## src/rtl/alu_ctrl_decode.sv

```systemverilog
// alu_ctrl_decode: RV32I decode into the ID/EX ALU control and operand registers.
// Optional feature macro ALU_CTRL_ILLEGAL_EN: forward illegal encodings flagged on ex_illegal.

`ifndef ADD
`define ADD  6'd0
`endif
`ifndef SUB
`define SUB  6'd1
`endif
`ifndef SLL
`define SLL  6'd2
`endif
`ifndef SLT
`define SLT  6'd3
`endif
`ifndef SLTU
`define SLTU 6'd4
`endif
`ifndef XOR
`define XOR  6'd5
`endif
`ifndef SRL
`define SRL  6'd6
`endif
`ifndef SRA
`define SRA  6'd7
`endif
`ifndef OR
`define OR   6'd8
`endif
`ifndef AND
`define AND  6'd9
`endif
`ifndef JAL
`define JAL  6'd10
`endif
`ifndef JALR
`define JALR 6'd11
`endif
`ifndef BEQ
`define BEQ  6'd12
`endif
`ifndef BNE
`define BNE  6'd13
`endif
`ifndef BLT
`define BLT  6'd14
`endif
`ifndef BGE
`define BGE  6'd15
`endif
`ifndef BLTU
`define BLTU 6'd16
`endif
`ifndef BGEU
`define BGEU 6'd17
`endif

module alu_ctrl_decode #(
    parameter int unsigned XLEN = 32
) (
    input  logic            clock,
    input  logic            reset_n,
    input  logic            id_valid,
    input  logic [31:0]     id_instruction,
    input  logic [XLEN-1:0] id_pc,
    input  logic [XLEN-1:0] rs1_data,
    input  logic [XLEN-1:0] rs2_data,
    input  logic            stall,
    input  logic            flush,
    output logic            ex_valid,
    output logic [5:0]      ALU_Control,
    output logic [XLEN-1:0] operand_A,
    output logic [XLEN-1:0] operand_B,
    output logic [XLEN-1:0] store_data,
    output logic            ex_branch,
    output logic            ex_illegal
);

    localparam int unsigned CTRL_W  = 6;
    localparam int unsigned SHAMT_W = 5;

    localparam logic [6:0] OPC_LUI    = 7'b0110111;
    localparam logic [6:0] OPC_AUIPC  = 7'b0010111;
    localparam logic [6:0] OPC_JAL    = 7'b1101111;
    localparam logic [6:0] OPC_JALR   = 7'b1100111;
    localparam logic [6:0] OPC_BRANCH = 7'b1100011;
    localparam logic [6:0] OPC_LOAD   = 7'b0000011;
    localparam logic [6:0] OPC_STORE  = 7'b0100011;
    localparam logic [6:0] OPC_OPIMM  = 7'b0010011;
    localparam logic [6:0] OPC_OP     = 7'b0110011;

    localparam logic [6:0] F7_BASE = 7'b0000000;
    localparam logic [6:0] F7_ALT  = 7'b0100000;

    // Instruction fields and immediates
    logic [6:0]      opcode;
    logic [2:0]      funct3;
    logic [6:0]      funct7;
    logic [XLEN-1:0] imm_i;
    logic [XLEN-1:0] imm_s;
    logic [XLEN-1:0] imm_u;
    logic [XLEN-1:0] shamt_imm;
    logic [XLEN-1:0] shamt_reg;
    logic [XLEN-1:0] pc_plus4;

    assign opcode    = id_instruction[6:0];
    assign funct3    = id_instruction[14:12];
    assign funct7    = id_instruction[31:25];
    assign imm_i     = {{20{id_instruction[31]}}, id_instruction[31:20]};
    assign imm_s     = {{20{id_instruction[31]}}, id_instruction[31:25], id_instruction[11:7]};
    assign imm_u     = {id_instruction[31:12], 12'b0};
    assign shamt_imm = {{(XLEN-SHAMT_W){1'b0}}, id_instruction[24:20]};
    assign shamt_reg = {{(XLEN-SHAMT_W){1'b0}}, rs2_data[4:0]};
    assign pc_plus4  = id_pc + XLEN'(4);

    logic [CTRL_W-1:0] dec_ctrl;
    logic [XLEN-1:0]   dec_a;
    logic [XLEN-1:0]   dec_b;
    logic [XLEN-1:0]   dec_sd;
    logic              dec_br;
    logic              dec_ill;

    // Combinational decode of the instruction currently on id_*
    always_comb begin
        dec_ctrl = `ADD;
        dec_a    = '0;
        dec_b    = '0;
        dec_sd   = '0;
        dec_br   = 1'b0;
        dec_ill  = 1'b0;

        case (opcode)
            OPC_LUI: begin
                dec_b = imm_u;
            end
            OPC_AUIPC: begin
                dec_a = id_pc;
                dec_b = imm_u;
            end
            OPC_JAL: begin
                dec_ctrl = `JAL;
                dec_a    = pc_plus4;
            end
            OPC_JALR: begin
                dec_ctrl = `JALR;
                dec_a    = pc_plus4;
            end
            OPC_BRANCH: begin
                dec_a  = rs1_data;
                dec_b  = rs2_data;
                dec_br = 1'b1;
                case (funct3)
                    3'b000:  dec_ctrl = `BEQ;
                    3'b001:  dec_ctrl = `BNE;
                    3'b100:  dec_ctrl = `BLT;
                    3'b101:  dec_ctrl = `BGE;
                    3'b110:  dec_ctrl = `BLTU;
                    3'b111:  dec_ctrl = `BGEU;
                    default: dec_ill  = 1'b1;
                endcase
            end
            OPC_LOAD: begin
                dec_a = rs1_data;
                dec_b = imm_i;
            end
            OPC_STORE: begin
                dec_a  = rs1_data;
                dec_b  = imm_s;
                dec_sd = rs2_data;
            end
            OPC_OPIMM: begin
                dec_a = rs1_data;
                dec_b = imm_i;
                case (funct3)
                    3'b000: dec_ctrl = `ADD;
                    3'b010: dec_ctrl = `SLT;
                    3'b011: dec_ctrl = `SLTU;
                    3'b100: dec_ctrl = `XOR;
                    3'b110: dec_ctrl = `OR;
                    3'b111: dec_ctrl = `AND;
                    3'b001: begin
                        dec_ctrl = `SLL;
                        dec_b    = shamt_imm;
                        dec_ill  = (funct7 != F7_BASE);
                    end
                    default: begin
                        dec_b = shamt_imm;
                        if (funct7 == F7_BASE) begin
                            dec_ctrl = `SRL;
                        end else if (funct7 == F7_ALT) begin
                            dec_ctrl = `SRA;
                        end else begin
                            dec_ill = 1'b1;
                        end
                    end
                endcase
            end
            OPC_OP: begin
                dec_a = rs1_data;
                // The ALU shifts by all of operand B, so register shifts are masked here
                dec_b = ((funct3 == 3'b001) || (funct3 == 3'b101)) ? shamt_reg : rs2_data;
                if (funct7 == F7_BASE) begin
                    case (funct3)
                        3'b000:  dec_ctrl = `ADD;
                        3'b001:  dec_ctrl = `SLL;
                        3'b010:  dec_ctrl = `SLT;
                        3'b011:  dec_ctrl = `SLTU;
                        3'b100:  dec_ctrl = `XOR;
                        3'b101:  dec_ctrl = `SRL;
                        3'b110:  dec_ctrl = `OR;
                        default: dec_ctrl = `AND;
                    endcase
                end else if ((funct7 == F7_ALT) && (funct3 == 3'b000)) begin
                    dec_ctrl = `SUB;
                end else if ((funct7 == F7_ALT) && (funct3 == 3'b101)) begin
                    dec_ctrl = `SRA;
                end else begin
                    dec_ill = 1'b1;
                end
            end
            default: begin
                dec_ill = 1'b1;
            end
        endcase

        // Illegal encodings present a harmless ADD 0,0 to the ALU
        if (dec_ill) begin
            dec_ctrl = `ADD;
            dec_a    = '0;
            dec_b    = '0;
            dec_sd   = '0;
            dec_br   = 1'b0;
        end
    end

    logic              valid_q, valid_d;
    logic [CTRL_W-1:0] ctrl_q, ctrl_d;
    logic [XLEN-1:0]   a_q, a_d;
    logic [XLEN-1:0]   b_q, b_d;
    logic [XLEN-1:0]   sd_q, sd_d;
    logic              br_q, br_d;
    logic              ill_q, ill_d;
    logic              load_bubble;

`ifdef ALU_CTRL_ILLEGAL_EN
    assign load_bubble = ~id_valid;
`else
    assign load_bubble = ~id_valid | dec_ill;
`endif

    // Next-state: flush beats stall beats load; bubbles load reset values
    always_comb begin
        valid_d = valid_q;
        ctrl_d  = ctrl_q;
        a_d     = a_q;
        b_d     = b_q;
        sd_d    = sd_q;
        br_d    = br_q;
        ill_d   = ill_q;

        if (flush || (!stall && load_bubble)) begin
            valid_d = 1'b0;
            ctrl_d  = `ADD;
            a_d     = '0;
            b_d     = '0;
            sd_d    = '0;
            br_d    = 1'b0;
            ill_d   = 1'b0;
        end else if (!stall) begin
            valid_d = 1'b1;
            ctrl_d  = dec_ctrl;
            a_d     = dec_a;
            b_d     = dec_b;
            sd_d    = dec_sd;
            br_d    = dec_br;
`ifdef ALU_CTRL_ILLEGAL_EN
            ill_d   = dec_ill;
`else
            ill_d   = 1'b0;
`endif
        end
    end

    always_ff @(posedge clock or negedge reset_n) begin
        if (!reset_n) begin
            valid_q <= 1'b0;
            ctrl_q  <= `ADD;
            a_q     <= '0;
            b_q     <= '0;
            sd_q    <= '0;
            br_q    <= 1'b0;
            ill_q   <= 1'b0;
        end else begin
            valid_q <= valid_d;
            ctrl_q  <= ctrl_d;
            a_q     <= a_d;
            b_q     <= b_d;
            sd_q    <= sd_d;
            br_q    <= br_d;
            ill_q   <= ill_d;
        end
    end

    assign ex_valid    = valid_q;
    assign ALU_Control = ctrl_q;
    assign operand_A   = a_q;
    assign operand_B   = b_q;
    assign store_data  = sd_q;
    assign ex_branch   = br_q;
`ifdef ALU_CTRL_ILLEGAL_EN
    assign ex_illegal  = ill_q;
`else
    assign ex_illegal  = 1'b0;
`endif

endmodule

```

## config.mk

```make
export PLATFORM = sky130hd
export DESIGN_NAME = alu_ctrl_decode
export DESIGN_NICKNAME = d
export VERILOG_FILES = /design/src/rtl/alu_ctrl_decode.sv
export SDC_FILE = /design/constraint.sdc
export NUM_CORES = 1
export LEC_CHECK = 0
export CORE_MARGIN = 4
export CORE_UTILIZATION = 34
export DETAILED_ROUTE_END_ITERATION = 16
export PLACE_DENSITY_LB_ADDON = 0.2
export SYNTH_ARGS = -nofsm -noshare
export SYNTH_HDL_FRONTEND = slang
export SYNTH_SLANG_ARGS = --single-unit
```

## constraint.sdc

```tcl
create_clock -name clock -period 0.8 [get_ports clock]
set_clock_uncertainty 0.2 [all_clocks]
set_input_delay 0.16 -clock clock [delete_from_list [all_inputs] [get_ports clock]]
set_output_delay 0.16 -clock clock [all_outputs]
set_load 0.02 [all_outputs]
```

[Word level (Yosys, flattened, before mapping)]
Index checks and enable logic that the tools add are counted.
Cells by class
  add/subtract/negate cells: 1
  eq/ne operators: 18
  mux-type cells: 40
  bitwise operators: 2
  reductions and logical operators: 15
Operators by type and width (count)
  two-way mux 32 bit: 12
  case mux 32 bit (6 select lines): 1
  case mux 32 bit (3 select lines): 1
  case mux 4 bit (7 select lines): 2
  adder 32 x 3 -> 32 bit (second input constant): 1
  case mux 5 bit (6 select lines): 1
  case mux 6 bit (5 select lines): 1
  == test 7 x 6 -> 1 bit (second input constant): 4
  two-way mux 6 bit: 4
  == test 7 bit (second input constant): 3
  OR reduction 6 bit: 3
  == test 7 x 5 -> 1 bit (second input constant): 2
  == test 3 bit (second input constant): 4
  two-way mux 1 bit: 12
  two-way mux 3 bit: 4
  == test 7 x 2 -> 1 bit (second input constant): 1
  zero test 7 bit: 1
  nonzero test 7 bit: 1
  == test 3 x 2 -> 1 bit (second input constant): 2
  OR reduction 5 bit: 1
  case mux 1 bit (4 select lines): 1
  OR reduction 2 bit: 2
  == test 3 x 1 -> 1 bit (second input constant): 1
  logical AND 1 bit: 3
  other kinds (7): 8
Storage, ports and cells
  register bits after elaboration: 104
  input bits: 133
  output and inout bits: 105
  logic and storage cells: 82

[Logic depth before layout (Yosys ltp)]
Gate-level depths: netlist (run 1).
  word-level depth: 10
  gate-level depth with buffers: 8
  mapped depth without buffers: 7

[Worst setup path after synthesis (run 1)]
OpenSTA, ideal clock, no wires.
  kind: input to register
  start point: input port id_pc[8]
  end point: register a_q[26], in the netlist operand_A[26]
  library setup time: 0.133 ns
  arrival time: 1.806 ns
  required time: 0.467 ns
  slack: -1.339 ns
  cell stages on the path: 8
  path buffers: 2
  cells stage by stage: buf_2 nand4_1 or4_1 clkbuf_1 nor3_1 xor2_1 a222oi_1 o21ai_0
Between the ends
  word-level cells in the longest chain between the ends: 5
Ends and longest elaborated chain
  start, declared: RTL line 66  | input logic [XLEN-1:0] id_pc,
  adder 32 x 3 -> 32 bit: RTL line 115  | assign pc_plus4 = id_pc + XLEN'(4);
  case mux 32 bit (3 select lines): RTL line 133  | case (opcode)
  two-way mux 32 bit: RTL line 228  | if (dec_ill) begin
  two-way mux 32 bit: RTL line 270  | end else if (!stall) begin
  two-way mux 32 bit: RTL line 262  | if (flush || (!stall && load_bubble)) begin
  end signal, assigned: RTL line 289  | a_q <= '0;
  end signal, assigned: RTL line 297  | a_q <= a_d;
  end, declared: RTL line 239  | logic [XLEN-1:0] a_q, a_d;
No other way between the ends. The select of a mux whose other input is x is not followed.
A chain may end at the register's enable or synchronous reset.

[Worst setup path after layout (run 1)]
  start point: input port id_instruction[28]
  end point: register sd_q[26], in the netlist store_data[26]
Between the ends
  word-level cells in the longest chain between the ends: 10
  elaborated cells on any way between the ends: 19
  those cells by class: 2 x eq/ne; 10 x mux; 1 x bitwise; 6 x reduce/logical
Ends and longest elaborated chain
  start, declared: RTL line 65  | input logic [31:0] id_instruction,
  == test 7 x 6 -> 1 bit: RTL line 191, 214, 216
  logical AND 1 bit: RTL line 216  | end else if ((funct7 == F7_ALT) && (funct3 == 3'b101)) begin
  two-way mux 1 bit: RTL line 216
  two-way mux 1 bit: RTL line 214  | end else if ((funct7 == F7_ALT) && (funct3 == 3'b000)) begin
  two-way mux 1 bit: RTL line 203  | if (funct7 == F7_BASE) begin
  case mux 1 bit (4 select lines) *: RTL line 133
  bitwise OR 1 bit: RTL line 249  | assign load_bubble = ~id_valid | dec_ill;
  logical AND 1 bit: RTL line 262
  logical OR 1 bit: RTL line 262
  inequality test 2 x 1 -> 1 bit (no line) or two-way mux 32 bit (tied branches)
  end signal, assigned: RTL line 291  | sd_q <= '0;
  end signal, assigned: RTL line 299  | sd_q <= sd_d;
  end, declared: RTL line 241  | logic [XLEN-1:0] sd_q, sd_d;
Mark *: on every way between the ends. The rest lies on a longest branch, timed or not. The select of a mux whose other input is x is not followed.

==> key figures, run 1 <==
Synth
  • Syn Inst Count: 551
  • Leading area contributor after synthesis: dfrtp_1
  • Average size of a mapped cell: 9.980 um^2
  • Post-synthesis sequential area ratio: 46.87%
  • Yosys warnings: 0
  • Ys flop type: dfrtp_1
  • Cell Area, Synth: 0.005499 mm^2
  • Post-synth EDFFs: 0
  • Commonest cells post-synth: 103 x dfrtp_1, 83 x a22o_1, 62 x nand2_1
  • Synth async-reset ratio: 100.0%
  • Distinct cells, synth: 57
  • Synth area leaders: dfrtp_1 47%, a22o_1 13%, o21ai_0 4.5%
  • Most numerous cell in the Yosys netlist: dfrtp_1
  • Flops & latches, synth: 103
  • Yosys top cell area share: 46.87%

Drt
  • Routed WL: 25370 um
  • WL/cell: 20.17 um
  • Pre-antenna DRT Iters: 6
  • Vias: 6906
  • Remaining antenna violation count: 0
  • Vias per cell: 5.490
  • Initial DRC count: 626
  • DRC: 0

CTS
  • Hold-fix buffers at CTS: 1
  • Root Driver: clkbuf_16
  • CTS buffer count: 9
  • Clock Path Buffers: 2
  • CTS sink count: 103
  • Clock latency on the worst-skew pair: 0.36 ns
  • H-tree lvl count: 3
  • Clock-pin slew on the worst setup and hold paths: 0.08 ns
  • CTS tree: yes

Setup path
  • Crit-path max FO: 6
  • Worst R2R Start: store_data[26]
  • Crit path DAT: 2.14 ns
  • Worst setup SP type: input pin
  • Worst setup endpoint: store_data[26]
  • Reg2reg setup slack: -0.40 ns
  • Crit path kind: in -> reg
  • Worst Setup SP: id_instruction[28]
  • Worst setup EP type: flop
  • Worst-case reg-to-reg path depth: 3
  • Worst EP required: 0.89 ns
  • Worst reg2reg path endpoint: store_data[26]

Global route
  • Met3 usage: 4.458%
  • Vias in the first global route: 6968
  • GRT Residual Overflow: 0
  • Initial antenna violation count: 2
  • First-pass GRT wire length: 37470 um
  • Met2 GRT Util: 44.86%
  • GR Layer Usage met1: 32.70%
  • GRT Total Usage: 25.86%
  • Top Usage Layer GRT: met2
  • Largest net degree at the start of global routing: 51

Layout
  • Layout cells sized above 1: 44.86%
  • Fin cells: 1258
  • Area growth syn-to-layout: 101.4%
  • Final Net Count: 1170

STA
  • Crit path time final: 2.051 ns
  • Count of final setup violators: 206
  • Final slew viol count: 0
  • Relative slew slack: 53.12%
  • Fmax: 487.5 MHz
  • Worst slew pin tran: 0.7016 ns
  • Period utilization: 256.4%
  • Final worst slack: -1.251 ns
  • RSZ-0062 raised after global routing: yes
  • Final hold slack: -0.3853 ns
  • Final Hold Fails: 104

Placement
  • DP Cell Count: 1158
  • Worst slack, placed: -1.978 ns
  • Final GP Congestion: 0.9119
  • PortBufs: 235
  • HPWL after DPL: 17020 um

Floorplan
  • FP Rows: 46
  • IO Pins: 238
  • Core footprint: 0.01589 mm^2
  • Die ar.: 0.01827 mm^2
  • Die Wd: 135.2 um
  • Die Y: 135.2 um
  • Initial Util: 34.62%

Job
  • Number of max-cap violations: 0

Pwr
  • Peak supply drop: 0.0009485 V
  • P_leak: 5.272 nW
  • Pwr dens: 1105 mW/mm^2

Run status
  • Status: finished, violations left
  • Failing checks: negative hold slack, negative setup slack

Min path
  • Hold Crit Class: in -> async
layout by cell type (no fill, tap or decap), drive strengths merged, types with 4 or more instances in the layout:
cell type / n
nor3b: 4
o21ai: 50
o311ai: 6
nor3: 12
clkdlybuf4s50: 97
a22o: 83
xor2: 9
a31oi: 8
a222oi: 13
a211oi: 4
nand2: 62
dfrtp: 103
nor2b: 11
xnor2: 6
a221oi: 4
a21o: 4
buf: 388
nand3: 15
and4: 4
nor4: 4
dlygate4sd2: 18
nand2b: 9
a221o: 20
and3: 4
nor2: 16
inv: 8
clkbuf: 22
a21oi: 20
routing by layer:
layer / routed length, um / up-vias
met5: 7 / -
met4: 779 / 2
met3: 2146 / 51
met2: 12740 / 373
met1: 9690 / 3374
li1: - / 3106
how the worst min path moves through the flow:
stage | from | end | slack (ns) | cells after the start
final | reset_n | operand_B[25] | -0.39 | 2
after CTS | id_instruction[29] | operand_B[29] | 0.05 | 4
after global routing | reset_n | operand_B[25] | -0.38 | 2
after global placement | reset_n | operand_B[26] | -0.06 | 2
after floorplan | reset_n | ALU_Control[0] | -0.34 | 0
after detailed placement | reset_n | operand_B[26] | -0.06 | 2
cell type report:
class                           count  area (um^2)
Antenna cell                        1        2.502
Clock buffer                        9        225.2
Clock inverter                      7        112.6
Fill cell                        1169         4812
Inverter                            5        18.77
Multi-Input combinational cell    399         3024
Sequential cell                   103         2579
Tap cell                          216        270.3
Timing Repair Buffer              518         4841
per-stage QoR:
stage / setup TNS, ns / utilization (%) / total power, mW / hold WS (ns) / cell area [um^2]
final: -160.58 / 69.71 / 12.24 / -0.3853 / 11070
after global routing: -168.75 / 69.71 / 12.63 / -0.3776 / 11070
after CTS: -172.93 / 67.60 / 12.17 / 0.05215 / 10740
after detailed placement: -245.39 / 60.34 / 7.183 / -0.06377 / 9585
after global placement: -241.49 / 60.34 / 7.155 / -0.06069 / 9585
after floorplan: -123.81 / - / 5.721 / -0.3356 / 5540
repair_timing:
| action | 4_1_cts | 5_1_grt |
|---|---|---|
| setup endpoints to repair | 206 | 309 |
| gates cloned | 4 | 5 |
| buffers inserted | 55 | 25 |
| pin swaps | 30 | 24 |
| resized for setup | 755 | 53 |
| endpoints found under the hold margin | 103 | 104 |
state kept, by name, summed over array words and instances (netlist names):
signal	cells
store_data	32
operand_A	32
ex_valid	1
ALU_Control	5
operand_B	32
ex_branch	1
critical path, cell delays in order:
cell       delay (ns)
buf_6            0.09
or4_4            0.55
nor3_4           0.14
buf_6            0.16
a2111oi_4        0.08
nor3_2           0.19
nor4b_4          0.26
buf_6            0.20
buf_6            0.15
a22o_1           0.15
power breakdown:
part | leakage (nW) | internal [mW] | switching, mW
Combinational | 3.67 | 1.10 | 0.913
Sequential | 1.44 | 5.20 | 0.00110
Clock | 0.161 | 2.82 | 2.20
Total | 5.27 | 9.12 | 3.12
cell families after synthesis:
logic type,synth area share [%]
xor+xnor,2.389
fa+ha+maj,0.2275
mux,0.1820
buf+inv,4.095
flops,46.87
compound gates,31.15
simple gates,15.02
other cells,0.06819
Note: power is estimated with default switching activity, not from simulation.
==> run 2: changes to the inputs <==
REMOVE_ABC_BUFFERS = 1   (was unset)
==> run 2 against run 1 <==
The flow still finishes with violations (negative hold slack, negative setup slack). Worst hold slack worse by 0.020 ns. Register-to-register slack worse by 0.02 ns. First-iteration DRC count down 42%. Sequential share of layout area about the same. Critical endpoint unchanged.
==> key figures, run 2 (synthesized netlist as in run 1, its figures left out) <==
Run status
  • Status: finished, violations left
  • Failing checks: negative hold slack, negative setup slack

Pwr
  • Seq pwr share: 42.2% (-0.3 points)
  • Peak supply drop: 0.001367 V (+44%)
  • Combinational Power Share: 15.5% (-0.9 points)
  • Power share of the clock group: 42.3% (+1.3 points)
  • NetSw: 2.959 mW (-5.1%)
  • P_int: 9.372 mW (+2.8%)
  • P_leak: 5.234 nW (-0.71%)
  • Final total power: 12.33 mW (+0.78%)
  • Sw Ratio: 23.99% (-1.5 points)
  • Pwr dens: 1114 mW/mm^2 (+0.78%)

Placement
  • DP Area: 0.009510 mm^2 (-0.78%)
  • PortBufs: 235 (unchanged)
  • Worst slack, placed: -1.890 ns (+0.08861 ns)
  • HPWL after DPL: 16210 um (-4.8%)
  • Final GP Congestion: 0.9076 (-0.47%)

Layout
  • Layout cells sized above 1: 45.60% (+0.73 points)
  • Final Net Count: 1162 (-0.68%)
  • Commonest cells after routing, fill and taps aside: 242 x buf_4, 119 x buf_6, 103 x dfrtp_1, 103 x clkdlybuf4s50_1, 83 x a22o_1
  • Post-Layout Inst Area: 0.01107 mm^2 (unchanged)
  • Commonest non-fill, non-tap cell in the layout: buf_4
  • Area growth syn-to-layout: 101.4% (unchanged)

CTS
  • H-tree lvl count: 3 (unchanged)
  • Clock Path Buffers: 2 (unchanged)
  • Root Driver: clkbuf_16
  • CTS sink count: 103 (unchanged)
  • CTS buffer count: 9 (unchanged)
  • CTS tree: yes
  • Clock-pin slew on the worst setup and hold paths: 0.07 ns (about the same)
  • Clock latency on the worst-skew pair: 0.34 ns (-0.02 ns)

Global route
  • GRT Total Usage: 25.73% (-0.13 points)
  • Initial antenna violation count: 5 (+3)
  • Largest net degree at the start of global routing: 51 (unchanged)
  • GRT Residual Overflow: 0 (unchanged)
  • First-pass GRT wire length: 37230 um (-0.63%)
  • Vias in the first global route: 7019 (+0.73%)

Floorplan
  • FP Rows: 46 (unchanged)
  • Die ar.: 0.01827 mm^2 (unchanged)
  • Core footprint: 0.01589 mm^2 (unchanged)
  • IO Pins: 238 (unchanged)
  • Initial Util: 34.62% (unchanged)
  • Die Wd: 135.2 um (unchanged)
  • Die Y: 135.2 um (unchanged)

Drt
  • WL/cell: 19.30 um (-4.3%)
  • Remaining antenna violation count: 0 (unchanged)
  • Vias per cell: 5.365 (-2.3%)
  • Initial DRC count: 362 (-42%)
  • Vias: 6717 (-2.7%)
  • Pre-antenna DRT Iters: 5 (-1)
  • Routed WL: 24160 um (-4.8%)
  • DRC: 0 (unchanged)

Setup path
  • Crit path cell chain: buf_6 > or4_4 > nor3_4 > a211oi_2 > nor3_2 > nor4b_4 > buf_6 > buf_12 > a22o_1
  • Reg2reg setup slack: -0.42 ns (-0.02 ns)
  • Crit path kind: in -> reg
  • Slowest-stage cell, CP: or4_4
  • Crit-path max FO: 7 (+1)
  • Worst setup EP type: flop
  • Worst setup SP type: input pin
  • Crit path DAT: 2.14 ns (about the same)
  • Worst-case reg-to-reg path depth: 3 (unchanged)
  • Worst EP required: 0.89 ns (about the same)
  • Crit-path max cell delay: 0.56 ns (about the same)
  • Most frequent CP cell: buf_6
  • CP bufs+invs: 3 (-1)
  • Worst reg2reg path endpoint: store_data[12]
  • Worst R2R Start: store_data[12]
  • CP top delay family: simple AND/OR/NAND/NOR gates

Min path
  • Hold Crit Class: in -> async

STA
  • Final worst slack: -1.247 ns (+0.003660 ns)
  • Crit path time final: 2.047 ns (-0.003660 ns)
  • Worst slew pin tran: 0.5148 ns (-0.1868 ns)
  • Count of final setup violators: 206 (unchanged)
  • Fmax: 488.4 MHz (+0.18%)
  • Relative slew slack: 65.68% (+13 points)
  • Final Hold Fails: 103 (-0.96%)
  • Final slew viol count: 0 (unchanged)
  • Final hold slack: -0.4051 ns (-0.01974 ns)
  • Period utilization: 255.9% (-0.46 points)
  • RSZ-0062 raised after global routing: yes

Job
  • Number of max-cap violations: 0 (unchanged)
==> run 2: final cells by class <==
| cell class | instances | area, um^2 |
|---|---|---|
| timing repair buffer | 510 | 4822 |
| sequential | 103 | 2577 |
| multi-input combinational | 399 | 3025 |
| clock inverter | 7 | 126.4 |
| fill | 1212 | 4812 |
| antenna | 3 | 7.507 |
| clock buffer | 9 | 225.2 |
| inverter | 5 | 18.77 |
| tap | 216 | 270.3 |
==> run 2: routing by layer <==
layer	part of all wire (%)	up-vias	GRT usage, %
li1	-	3098	-
met1	40	3250	32.48
met2	49	309	42.62
met3	8.0	52	6.092
met4	2.5	8	10.30
met5	0.18	-	0
==> run 2: worst max-delay path by stage <==
stage                             from        endpoint  slack [ns]  cells past startpoint
global route        id_instruction[29]   store_data[0]       -1.34                      9
global placement    id_instruction[27]  store_data[11]       -1.86                      8
detailed placement  id_instruction[27]  store_data[28]       -1.89                      8
floorplan                        flush    operand_A[0]       -3.48                      2
finish              id_instruction[29]  store_data[26]       -1.25                      9
CTS                 id_instruction[29]  store_data[26]       -1.24                      9
==> run 2: repair_timing <==
action,CTS,global route
endpoints found under the hold margin,103,103
cloned,8,1
setup buffers,62,23
pin swaps,54,39
gates resized for setup,762,44
endpoints found under the setup margin,206,206
==> run 2: power by group through the flow <==
stage               logic, mW  registers [mW]  clock network (mW)
global route             2.05            5.20                5.58
finish                   1.91            5.20                5.22
CTS                      1.86            5.20                5.34
detailed placement       1.82            5.31                   0
floorplan               0.339            5.31                   0
global placement         1.80            5.31                   0
==> run 2: metrics by stage <==
stage	hold WS [ns]	TNS [ns]	cells	utilization [%]
after floorplan	-0.3356	-352.64	507	-
final	-0.4051	-165.25	1252	69.71
after global routing	-0.4136	-176.51	1249	69.66
after global placement	-0.04311	-236.53	1147	59.87
after CTS	-0.4248	-166.77	1231	68.30
after detailed placement	-0.04882	-238.64	1147	59.87
==> patch, RTL diff (flow settings as in run 2) <==
Take the reset off `a_q`, `b_q` and `sd_q` and load them in a clocked block of their own.
--- a/src/rtl/alu_ctrl_decode.sv
+++ b/src/rtl/alu_ctrl_decode.sv
@@ -286,20 +286,20 @@
         if (!reset_n) begin
             valid_q <= 1'b0;
             ctrl_q  <= `ADD;
-            a_q     <= '0;
-            b_q     <= '0;
-            sd_q    <= '0;
             br_q    <= 1'b0;
             ill_q   <= 1'b0;
         end else begin
             valid_q <= valid_d;
             ctrl_q  <= ctrl_d;
-            a_q     <= a_d;
-            b_q     <= b_d;
-            sd_q    <= sd_d;
             br_q    <= br_d;
             ill_q   <= ill_d;
         end
+    end
+
+    always_ff @(posedge clock) begin
+        a_q  <= a_d;
+        b_q  <= b_d;
+        sd_q <= sd_d;
     end
 
     assign ex_valid    = valid_q;
Check against the original RTL: not equivalent (a bounded check fails within 4 cycles, from zero or initial values and one cycle with reset_n low).
==> patch against run 2 <==
- the run still ends with hold timing, setup timing left
- sequential cell count is the same
- register-to-register slack lost 20 ps
- fmax grew 18%
- worst setup slack gained 310 ps
- wire length shrank 3.0%
- critical path depth is the same
- sequential power shrank 1%
- power shrank 5.8%
- synthesized area shrank 7.4%
- cell area shrank 6.1%
- largest cell class unchanged
==> patch: results <==
export IMPL_gr_usage_all_layers_pct=25.8
export IMPL_arrival_ps=1830
export IMPL_setup_viol=206
export IMPL_vias=6673
export IMPL_grt_pass1_wl_mm=34.9
export IMPL_avgRoutedWirePerCell_um=19.7
export IMPL_netlist_instances=612
export IMPL_ir_drop_v=0.000931
export IMPL_final_nets=1137
export IMPL_port_buffers=235
export IMPL_cpLargestDelayFamily="simple AND/OR/NAND/NOR gates"
export IMPL_synth_mux_area_fraction_pct=0.787
export IMPL_drtIter0Drc=446
export IMPL_synth_area_leaders="dfxtp_1 (38%), nand2_1 (7.3%), a22o_1 (6.5%)"
export IMPL_hpwl_mm=15.7
export IMPL_htree_levels=3
export IMPL_synthXorXnorAreaFrac_pct=1.89
export IMPL_leakage_nw=4.37
export IMPL_path_max_fanout=16
export IMPL_synthArstFlopShare_pct=6.80
export IMPL_slowest_stage="nor4_4"
export IMPL_grt_pass1_vias=6763
export IMPL_gp_congestion=0.938
export IMPL_post_place_ws_ps=-1850
export IMPL_seq_area_frac_synth_pct=41.2
export IMPL_drive_above_1_share_pct=56.2
export IMPL_synth_compound_area_share_pct=30.9
export IMPL_setup_ws_ps=-936
export IMPL_root_buffer="clkbuf_16"
export IMPL_antenna_found_initial=0
export IMPL_grt_max_degree=61
export IMPL_cpPeakStageDelay_ps=290
export IMPL_violations="hold timing, setup timing"
export IMPL_post_synth_num_cell_types=55
export IMPL_status="complete, but fails checks"
export IMPL_holdWs_ps=-84.0
export IMPL_path_clk_slew_ps=80
export IMPL_yosysWarnings=0
export IMPL_post_synth_top_count_cell="nand2_1"
export IMPL_clock_path_buffers=2
export IMPL_cts_made_buffers=9
export IMPL_via_per_inst=5.60
export IMPL_diodes=0
export IMPL_yosysTopAreaCellShare_pct=37.8
export IMPL_timing_final_hold_violations=7
export IMPL_synth_adder_area_share_pct=0.246
export IMPL_synthTopCellsByCount="nand2_1 (99), dfxtp_1 (96), o21ai_0 (60)"
export IMPL_min_path_type="primary input to async pin"
==> patch: report_power, final <==
part	total [mW]	switching, mW	leakage [nW]	internal (mW)
Clock	4.51	2.31	0.145	2.20
Sequential	5.13	0.00499	0.919	5.13
Combinational	1.97	0.885	3.31	1.08
==> patch: cell families after synthesis <==
logic type	count (synthesis)
adders and majority gates	1
and+or+nand+nor	205
DFF	103
AOI/OAI and AO/OA	225
other	1
buffers and inverters	62
muxes	4
xor gates and xnor gates	11
==> patch: stage by stage <==
stage                     power, mW  area (µm²)  setup TNS (ps)  hold slack (ps)
after floorplan                5.62        4840         -338050             -336
after global placement         7.01        8810         -230610              235
after detailed placement       7.03        8810         -233360              243
after CTS                      11.6       10000         -131710            -83.4
after global routing           12.0       10400         -135360            -59.4
final                          11.6       10400         -128150            -84.0
==> patch: layer usage <==
metal | vias to the layer above | routed length [µm] | global-route usage (%)
met2 | 329 | 11900 | 46.3
met5 | - | 0 | 0
met3 | 48 | 2000 | 5.28
li1 | 3093 | - | -
met4 | 0 | 646 | 9.44
met1 | 3203 | 8910 | 30.4
==> patch: final timing paths <==
| path | from | depth (start not counted) | end | slack (ps) |
|---|---|---|---|---|
| min in group clock | id_instruction[28] | 4 | operand_B[28] | 20 |
| setup / recovery | id_instruction[25] | 9 | store_data[25] | -940 |
| max in group asynchronous | reset_n | 2 | ALU_Control[1] | 380 |
| hold reg to reg | operand_A[19] | 2 | operand_A[19] | 260 |
| hold / removal | reset_n | 2 | ex_branch | -80 |
| setup reg to reg | operand_A[22] | 3 | operand_A[22] | -440 |
==> patch: worst reg2reg max path: cells and delay by family, from the launching register on <==
family                 cells  cell delay (ps)
AOI/OAI and AO/OA          2              450
DFF                        1              330
buffers and inverters      1              130
==> patch: repair_timing <==
item / in CTS / in global routing
endpoints found under the hold margin: 8 / 7
pin swaps: 74 / 41
endpoints found under the setup margin: 206 / 206
resized for setup: 944 / 96
setup buffers: 22 / 15
gates cloned: 5 / 3
==> patch: layout make-up <==
| type | instances | area [µm²] |
|---|---|---|
| clock buffer | 9 | 225 |
| clock inverter | 7 | 67.6 |
| fill | 1081 | 4190 |
| inverter | 10 | 37.5 |
| multi-input combinational | 449 | 3470 |
| sequential | 103 | 2220 |
| tap | 184 | 230 |
| timing repair buffer | 430 | 4160 |
